<file path="config.mk">
export PLATFORM = sky130hd
export DESIGN_NAME = boot_loader_ctrl
export DESIGN_NICKNAME = d
export VERILOG_FILES = /design/src/rtl/boot_pkg.sv /design/src/rtl/boot_word_assembler.sv /design/src/rtl/boot_loader_ctrl.sv
export SDC_FILE = /design/constraint.sdc
export NUM_CORES = 1
export LEC_CHECK = 0
export ABC_AREA = 1
export BUFFER_PORTS_ARGS = -buffer_cell sky130_fd_sc_hd__buf_4
export CORE_MARGIN = 4
export CORE_UTILIZATION = 55
export DETAILED_ROUTE_END_ITERATION = 8
export PLACE_DENSITY_LB_ADDON = 0.12
export SLEW_MARGIN = 20
export SYNTH_ARGS = -nofsm -noshare
export SYNTH_HDL_FRONTEND = slang
export SYNTH_HIERARCHICAL = 1
export SYNTH_SLANG_ARGS = --single-unit
</file>
<file path="constraint.sdc">
create_clock -name clk -period 5.5 [get_ports clk]
set_input_delay 1.1 -clock clk [delete_from_list [all_inputs] [get_ports clk]]
set_output_delay 1.1 -clock clk [all_outputs]
set_load 0.02 [all_outputs]
</file>
<file path="src/rtl/boot_pkg.sv">
// Shared types and constants for the boot loader block.
// Latency: n/a (package only).
// Backpressure: n/a (package only).
package boot_pkg;

  localparam int BYTES_PER_WORD         = 4;
  localparam int DEFAULT_TIMEOUT_CYCLES = 1000000;

  // Width of a counter that must be able to hold the value `cycles`.
  function automatic int timeout_width(input int cycles);
    return $clog2(cycles + 1);
  endfunction

  localparam logic [2:0] ST_LEN  = 3'd0;
  localparam logic [2:0] ST_DATA = 3'd1;
  localparam logic [2:0] ST_CHK  = 3'd2;
  localparam logic [2:0] ST_DONE = 3'd3;
  localparam logic [2:0] ST_ERR  = 3'd4;

  typedef enum logic [2:0] {
    LEN  = ST_LEN,
    DATA = ST_DATA,
    CHK  = ST_CHK,
    DONE = ST_DONE,
    ERR  = ST_ERR
  } boot_state_e;

endpackage

</file>
<file path="src/rtl/boot_word_assembler.sv">
// Shifts accepted bytes into a little-endian 32-bit word.
// Latency: word_vld pulses one cycle after the 4th byte of a word is accepted.
// Backpressure: none; it takes a byte whenever byte_vld is high.
// Ports: byte_vld/byte_dat = accepted byte; emit = raise word_vld for this word;
//   clr = synchronous clear; word_dat = assembled word; word_next = word including
//   the byte offered this cycle; word_last = this byte completes a word.
module boot_word_assembler
  import boot_pkg::*;
(
  input  logic        clk,
  input  logic        rst,
  input  logic        clr,
  input  logic        byte_vld,
  input  logic [7:0]  byte_dat,
  input  logic        emit,
  output logic [31:0] word_dat,
  output logic [31:0] word_next,
  output logic [1:0]  byte_idx,
  output logic        word_last,
  output logic        word_vld
);

  // New bytes enter at the top, so after four bytes the first one sits in [7:0].
  assign word_next = {byte_dat, word_dat[31:8]};
  assign word_last = byte_vld && (byte_idx == 2'(BYTES_PER_WORD - 1));

  always_ff @(posedge clk) begin
    if (rst || clr) begin
      word_dat <= '0;
      byte_idx <= '0;
      word_vld <= 1'b0;
    end else begin
      word_vld <= word_last && emit;
      if (byte_vld) begin
        word_dat <= word_next;
        byte_idx <= byte_idx + 2'd1;
      end
    end
  end

endmodule

</file>
<file path="src/rtl/boot_loader_ctrl.sv">
// Loads a length-prefixed byte image into RAM port B, holding the CPU in reset until done.
// Latency: each word is written the cycle after its 4th byte; status follows the frame end by one cycle.
// Backpressure: rx_ready drops outside LEN/DATA/CHK and during the write of the final word.
// Ports: rx_valid/rx_data/rx_ready = byte stream; mem_* = write-only RAM port B;
//   cpu_hold/done/err = status; rearm = restart from DONE/ERR; word_cnt = words written.
// Optional: define BOOT_CHECKSUM_EN to require a trailing XOR checksum byte.
module boot_loader_ctrl
  import boot_pkg::*;
#(
  parameter int ADDR_WIDTH     = 10,
  parameter int BASE_WORD      = 0,
  parameter int TIMEOUT_CYCLES = DEFAULT_TIMEOUT_CYCLES
) (
  input  logic                  clk,
  input  logic                  rst,
  input  logic                  rearm,
  input  logic                  rx_valid,
  input  logic [7:0]            rx_data,
  output logic                  rx_ready,
  output logic                  mem_en,
  output logic                  mem_we,
  output logic [3:0]            mem_wstrb,
  output logic [ADDR_WIDTH-1:0] mem_addr,
  output logic [31:0]           mem_din,
  output logic                  cpu_hold,
  output logic                  done,
  output logic                  err,
  output logic [ADDR_WIDTH:0]   word_cnt
);

  localparam int                  TO_W      = timeout_width(TIMEOUT_CYCLES);
  localparam logic [TO_W-1:0]     TO_LAST   = TO_W'(TIMEOUT_CYCLES - 1);
  localparam logic [32:0]         MAX_WORDS = (33'd1 << ADDR_WIDTH) - 33'(BASE_WORD);
  localparam logic [ADDR_WIDTH-1:0] BASE_ADDR = ADDR_WIDTH'(BASE_WORD);
`ifdef BOOT_CHECKSUM_EN
  localparam boot_state_e FRAME_END = CHK;
`else
  localparam boot_state_e FRAME_END = DONE;
`endif

  boot_state_e         state;
  logic [ADDR_WIDTH:0] n_words;
  logic [ADDR_WIDTH:0] cnt_inc;
  logic [TO_W-1:0]     to_cnt;
  logic [31:0]         word_dat;
  logic [31:0]         word_next;
  logic [1:0]          byte_idx;
  logic                word_last;
  logic                wr_pend;
  logic                final_wr;
  logic                accept;
  logic                rearm_hit;
  logic                to_run;
  logic                to_hit;
`ifdef BOOT_CHECKSUM_EN
  logic [7:0]          csum;
`endif

  assign rearm_hit = rearm && (state == DONE || state == ERR);
  assign cnt_inc   = word_cnt + 1'b1;
  assign final_wr  = wr_pend && (cnt_inc == n_words);
  // Hold off the byte after the last payload byte for the one cycle in which the
  // final word is written, so it is taken by the next state, not by DATA.
  assign rx_ready  = (state == LEN || state == DATA || state == CHK) && !final_wr;
  assign accept    = rx_valid && rx_ready;
  // The idle timer only runs once a frame has actually started.
  assign to_run    = (state == LEN && byte_idx != 2'd0) || state == DATA || state == CHK;
  assign to_hit    = to_run && !accept && (to_cnt == TO_LAST);

  boot_word_assembler u_asm (
    .clk       (clk),
    .rst       (rst),
    .clr       (rearm_hit),
    .byte_vld  (accept),
    .byte_dat  (rx_data),
    .emit      (state == DATA),
    .word_dat  (word_dat),
    .word_next (word_next),
    .byte_idx  (byte_idx),
    .word_last (word_last),
    .word_vld  (wr_pend)
  );

  // Address and data are forced to zero outside the write cycle.
  assign mem_en    = wr_pend;
  assign mem_we    = wr_pend;
  assign mem_wstrb = wr_pend ? 4'hF : 4'h0;
  assign mem_addr  = wr_pend ? (BASE_ADDR + word_cnt[ADDR_WIDTH-1:0]) : '0;
  assign mem_din   = wr_pend ? word_dat : '0;

  assign cpu_hold  = (state != DONE);
  assign done      = (state == DONE);
  assign err       = (state == ERR);

  always_ff @(posedge clk) begin
    if (rst) begin
      state    <= LEN;
      n_words  <= '0;
      word_cnt <= '0;
      to_cnt   <= '0;
`ifdef BOOT_CHECKSUM_EN
      csum     <= '0;
`endif
    end else begin
      if (accept || !to_run)
        to_cnt <= '0;
      else if (!to_hit)
        to_cnt <= to_cnt + 1'b1;

      case (state)
        LEN: begin
          if (accept && word_last) begin
            if (word_next == 32'd0)
              state <= FRAME_END;
            else if ({1'b0, word_next} > MAX_WORDS)
              state <= ERR;
            else begin
              n_words <= word_next[ADDR_WIDTH:0];
              state   <= DATA;
            end
          end else if (to_hit) begin
            state <= ERR;
          end
        end
        DATA: begin
          if (to_hit)
            state <= ERR;
          // A completed write wins over a simultaneous timeout: the word is in RAM.
          if (wr_pend) begin
            word_cnt <= cnt_inc;
            if (final_wr)
              state <= FRAME_END;
          end
`ifdef BOOT_CHECKSUM_EN
          if (accept)
            csum <= csum ^ rx_data;
`endif
        end
`ifdef BOOT_CHECKSUM_EN
        CHK: begin
          if (accept)
            state <= (rx_data == csum) ? DONE : ERR;
          else if (to_hit)
            state <= ERR;
        end
`endif
        DONE, ERR: begin
          if (rearm) begin
            state    <= LEN;
            word_cnt <= '0;
            to_cnt   <= '0;
`ifdef BOOT_CHECKSUM_EN
            csum     <= '0;
`endif
          end
        end
        default: state <= LEN;
      endcase
    end
  end

endmodule
</file>
==> results.json <==
{
  "status": "finished clean",
  "synth_common_cells": "nand2_1 (229), inv_1 (148), nor2_1 (113)",
  "whs_ns": 0.478,
  "initialDrtViolationCount": 211,
  "crit_type": "reg2reg",
  "cp_top_family": "simple AND/OR/NAND/NOR gates",
  "worst-path-stages": 21,
  "arrival_ns": 3.90,
  "drt-total-wl_mm": 11.1,
  "dp_hpwl_mm": 8.05,
  "vias": 4542,
  "placed_area_um2": 5140,
  "synth_area_um2": 4900,
  "synth_ff_type": "dfxtp_1",
  "track_usage": 0.219,
  "fin_area_um2": 5380,
  "drc": 0,
  "slowest_stage": "inv_2",
  "required_ns": 5.78,
  "dieHeight_um": 102,
  "syn_nets": 804,
  "grt_start_max_net_pins": 70,
  "initial_core_util": 0.564,
  "reg2reg_slack_ns": 1.88,
  "grt_pass1_wl_mm": 18.5,
  "cts_tree": "done",
  "synth_cells": 789,
  "hold_path_class": "reg2reg",
  "worst_path_most_repeated_cell": "nand2_1",
  "crit_path_start": "word_cnt[0]",
  "p_leak_nw": 2.70,
  "synth.most_common_cell": "nand2_1",
  "rr_worst_depth": 21,
  "port_buffers": 74,
  "dr.pass1.iters": 4,
  "hold_viol": 0,
  "critPathBufInv": 3,
  "grt.overflow.total": 0,
  "period_minus_slack_ns": 3.62,
  "cts_num_sinks": 80,
  "slew_violations": 0,
  "netlist_top_cells_area": "dfxtp_1 (33%), nand2_1 (18%), inv_1 (11%), nor2_1 (8.7%), buf_4 (6.0%)",
  "clk_pin_slew_ns": 0.08,
  "worstSetupEndpointType": "flop",
  "netlist.area_leader.share": 0.327,
  "finClkSkew_ns": 0.00771,
  "wire_per_inst_um": 11.9,
  "syn_area_per_cell_um2": 6.21,
  "r2r-start": "word_cnt[0]",
  "crit_end": "n_words[3]",
  "drive_above_1_share": 0.144,
  "cp_cell_sequence": "ha_1, nand2_2, nor2_2, nand2_1, nand2_1, nand2_1, nand2_1, nand2_1, nand2_1, nor2_2, nand3_4, nand3_4, inv_2, nand2_2, inv_1, nand4_2, nor2_2, nand2_2, inv_2, nand2_1, a21oi_1",
  "routed_via_density": 4.91,
  "nets": 827,
  "tightest_slew_ns": 1.02,
  "yosys.area.top_type": "dfxtp_1",
  "drtAntennaViolNets": 0,
  "syn_to_final_growth_pct": 9.94,
  "synth_warnings": 6,
  "die_x_um": 102,
  "root_buffer": "clkbuf_8",
  "cts.repair.resized": 0,
  "ys_types": 37,
  "antenna_found_initial": 0,
  "clk_path_buf_depth": 2,
  "ctsHoldBuffers": 0,
  "synth_enable_flop_cells": 0,
  "async_flop_share": 0,
  "place.gp.congestion": 0.921,
  "crit_path_max_incr_delay_ns": 0.76,
  "post_cts_buffers": 0,
  "cts_buffers": 9,
  "p_per_area_nw_per_um2": 232,
  "core_area_um2": 8680,
  "ios": 75,
  "seq_area_frac_synth": 0.327,
  "cap_violations": 0,
  "start_kind": "flop",
  "setup_viol": 0,
  "cp_max_fo": 69,
  "h-tree-depth": 3,
  "clkLatencyLatePin_ns": 0.35,
  "rsz0062_at_grt": "no",
  "dieArea_um2": 10500,
  "finalSetupTns_ns": 0,
  "row_count": 34,
  "fmax_mhz": 276,
  "period_share": 0.659,
  "peakVddDrop_uv": 147,
  "antenna-diode-count": 0,
  "rr_endpoint": "n_words[3]",
  "maxSlewHeadroom": 0.316,
  "synth-seq-cells": 80,
  "grt_pass1_vias": 4113
}
## metrics by stage
step	power (W)	std cells	worst slack (ns)	utilization
floorplan	0.000730	789	2.57	-
global placement	0.000729	909	2.13	0.592
detailed placement	0.000732	909	1.97	0.592
CTS	0.00126	925	1.91	0.620
global route	0.00130	925	1.42	0.620
finish	0.00125	925	1.88	0.620
## state kept, by name (all words and copies together), names as in the netlist
| register | flops |
|---|---|
| n_words | 11 |
| state | 3 |
| to_cnt | 20 |
| u_asm/byte_idx | 2 |
| u_asm/word_dat | 32 |
| u_asm/word_vld | 1 |
| word_cnt | 11 |
## cell families (layout without fill, tap and decap cells)
logic type                 Yosys count  after routing  share of synthesized area
AOI/OAI and AO/OA                   44             44                     0.0501
DFF                                 80             80                      0.327
buffers and inverters              212            240                      0.208
xor gates and xnor gates            10             10                     0.0179
adders and majority gates            3              3                    0.00767
and+or+nand+nor                    440            440                      0.390
## layout make-up
class / count / area (um2)
clock buffers: 10 / 128
inverters: 150 / 568
well taps: 108 / 135
repair buffers: 74 / 556
clock inverters: 6 / 116
multi-input cells: 497 / 2280
flip-flops and latches: 80 / 1600
fillers: 862 / 3290
## worst min path at each step
stage	from	to	slack (ns)	cells after the start
CTS	u_asm/word_dat[5]	u_asm/word_dat[5]	0.48	2
floorplan	n_words[1]	n_words[1]	0.44	2
detailed placement	n_words[3]	n_words[3]	0.46	2
finish	u_asm/word_dat[4]	u_asm/word_dat[4]	0.48	2
global route	u_asm/word_dat[5]	u_asm/word_dat[5]	0.49	2
global placement	u_asm/word_dat[0]	u_asm/word_dat[0]	0.46	2
## metal layers
layer / part of all wire / vias to the layer above / global-route usage
li1: - / 2390 / -
met1: 0.48 / 2016 / 0.285
met2: 0.45 / 120 / 0.351
met3: 0.055 / 16 / 0.0498
met4: 0.021 / 0 / 0.0918
met5: 0 / - / 0
## worst register-to-register path: stages (launching register included)
cell and delay [ns]:
dfxtp_1 0.45, ha_1 0.26, nand2_2 0.12, nor2_2 0.18, nand2_1 0.08, nand2_1 0.10, nand2_1 0.07, nand2_1 0.06
nand2_1 0.04, nand2_1 0.07, nor2_2 0.05, nand3_4 0.11, nand3_4 0.11, inv_2 0.76, nand2_2 0.11, inv_1 0.12
nand4_2 0.14, nor2_2 0.18, nand2_2 0.17, inv_2 0.19, nand2_1 0.08, a21oi_1 0.13
## power by group
group | switching, W | internal, W | leakage [nW] | total, W
registers | 0.0000232 | 0.000599 | 0.652 | 0.000622
logic | 0.0000612 | 0.0000350 | 1.93 | 0.0000962
clock network | 0.000226 | 0.000305 | 0.121 | 0.000531
## placed cells by master (no fill, tap or decap), types with 2 or more instances in the layout
cell / instances
ha_1: 3
or2_2: 3
nor3b_1: 2
buf_4: 74
nand2_1: 229
nand2_2: 5
a31oi_1: 3
nand3_4: 3
nand3_1: 35
inv_6: 2
a21oi_1: 30
xor2_1: 6
inv_2: 2
nor3_2: 3
nand3b_1: 2
clkinv_4: 2
o21ai_0: 5
clkbuf_8: 9
dfxtp_1: 79
nor4_1: 10
nor2_1: 113
xnor2_1: 4
nor2_2: 6
nand4_1: 11
nor3_1: 13
nor2_4: 2
inv_1: 147
bufinv_16: 3
a211oi_1: 2
No activity file was read; power rests on OpenSTA's default activity.
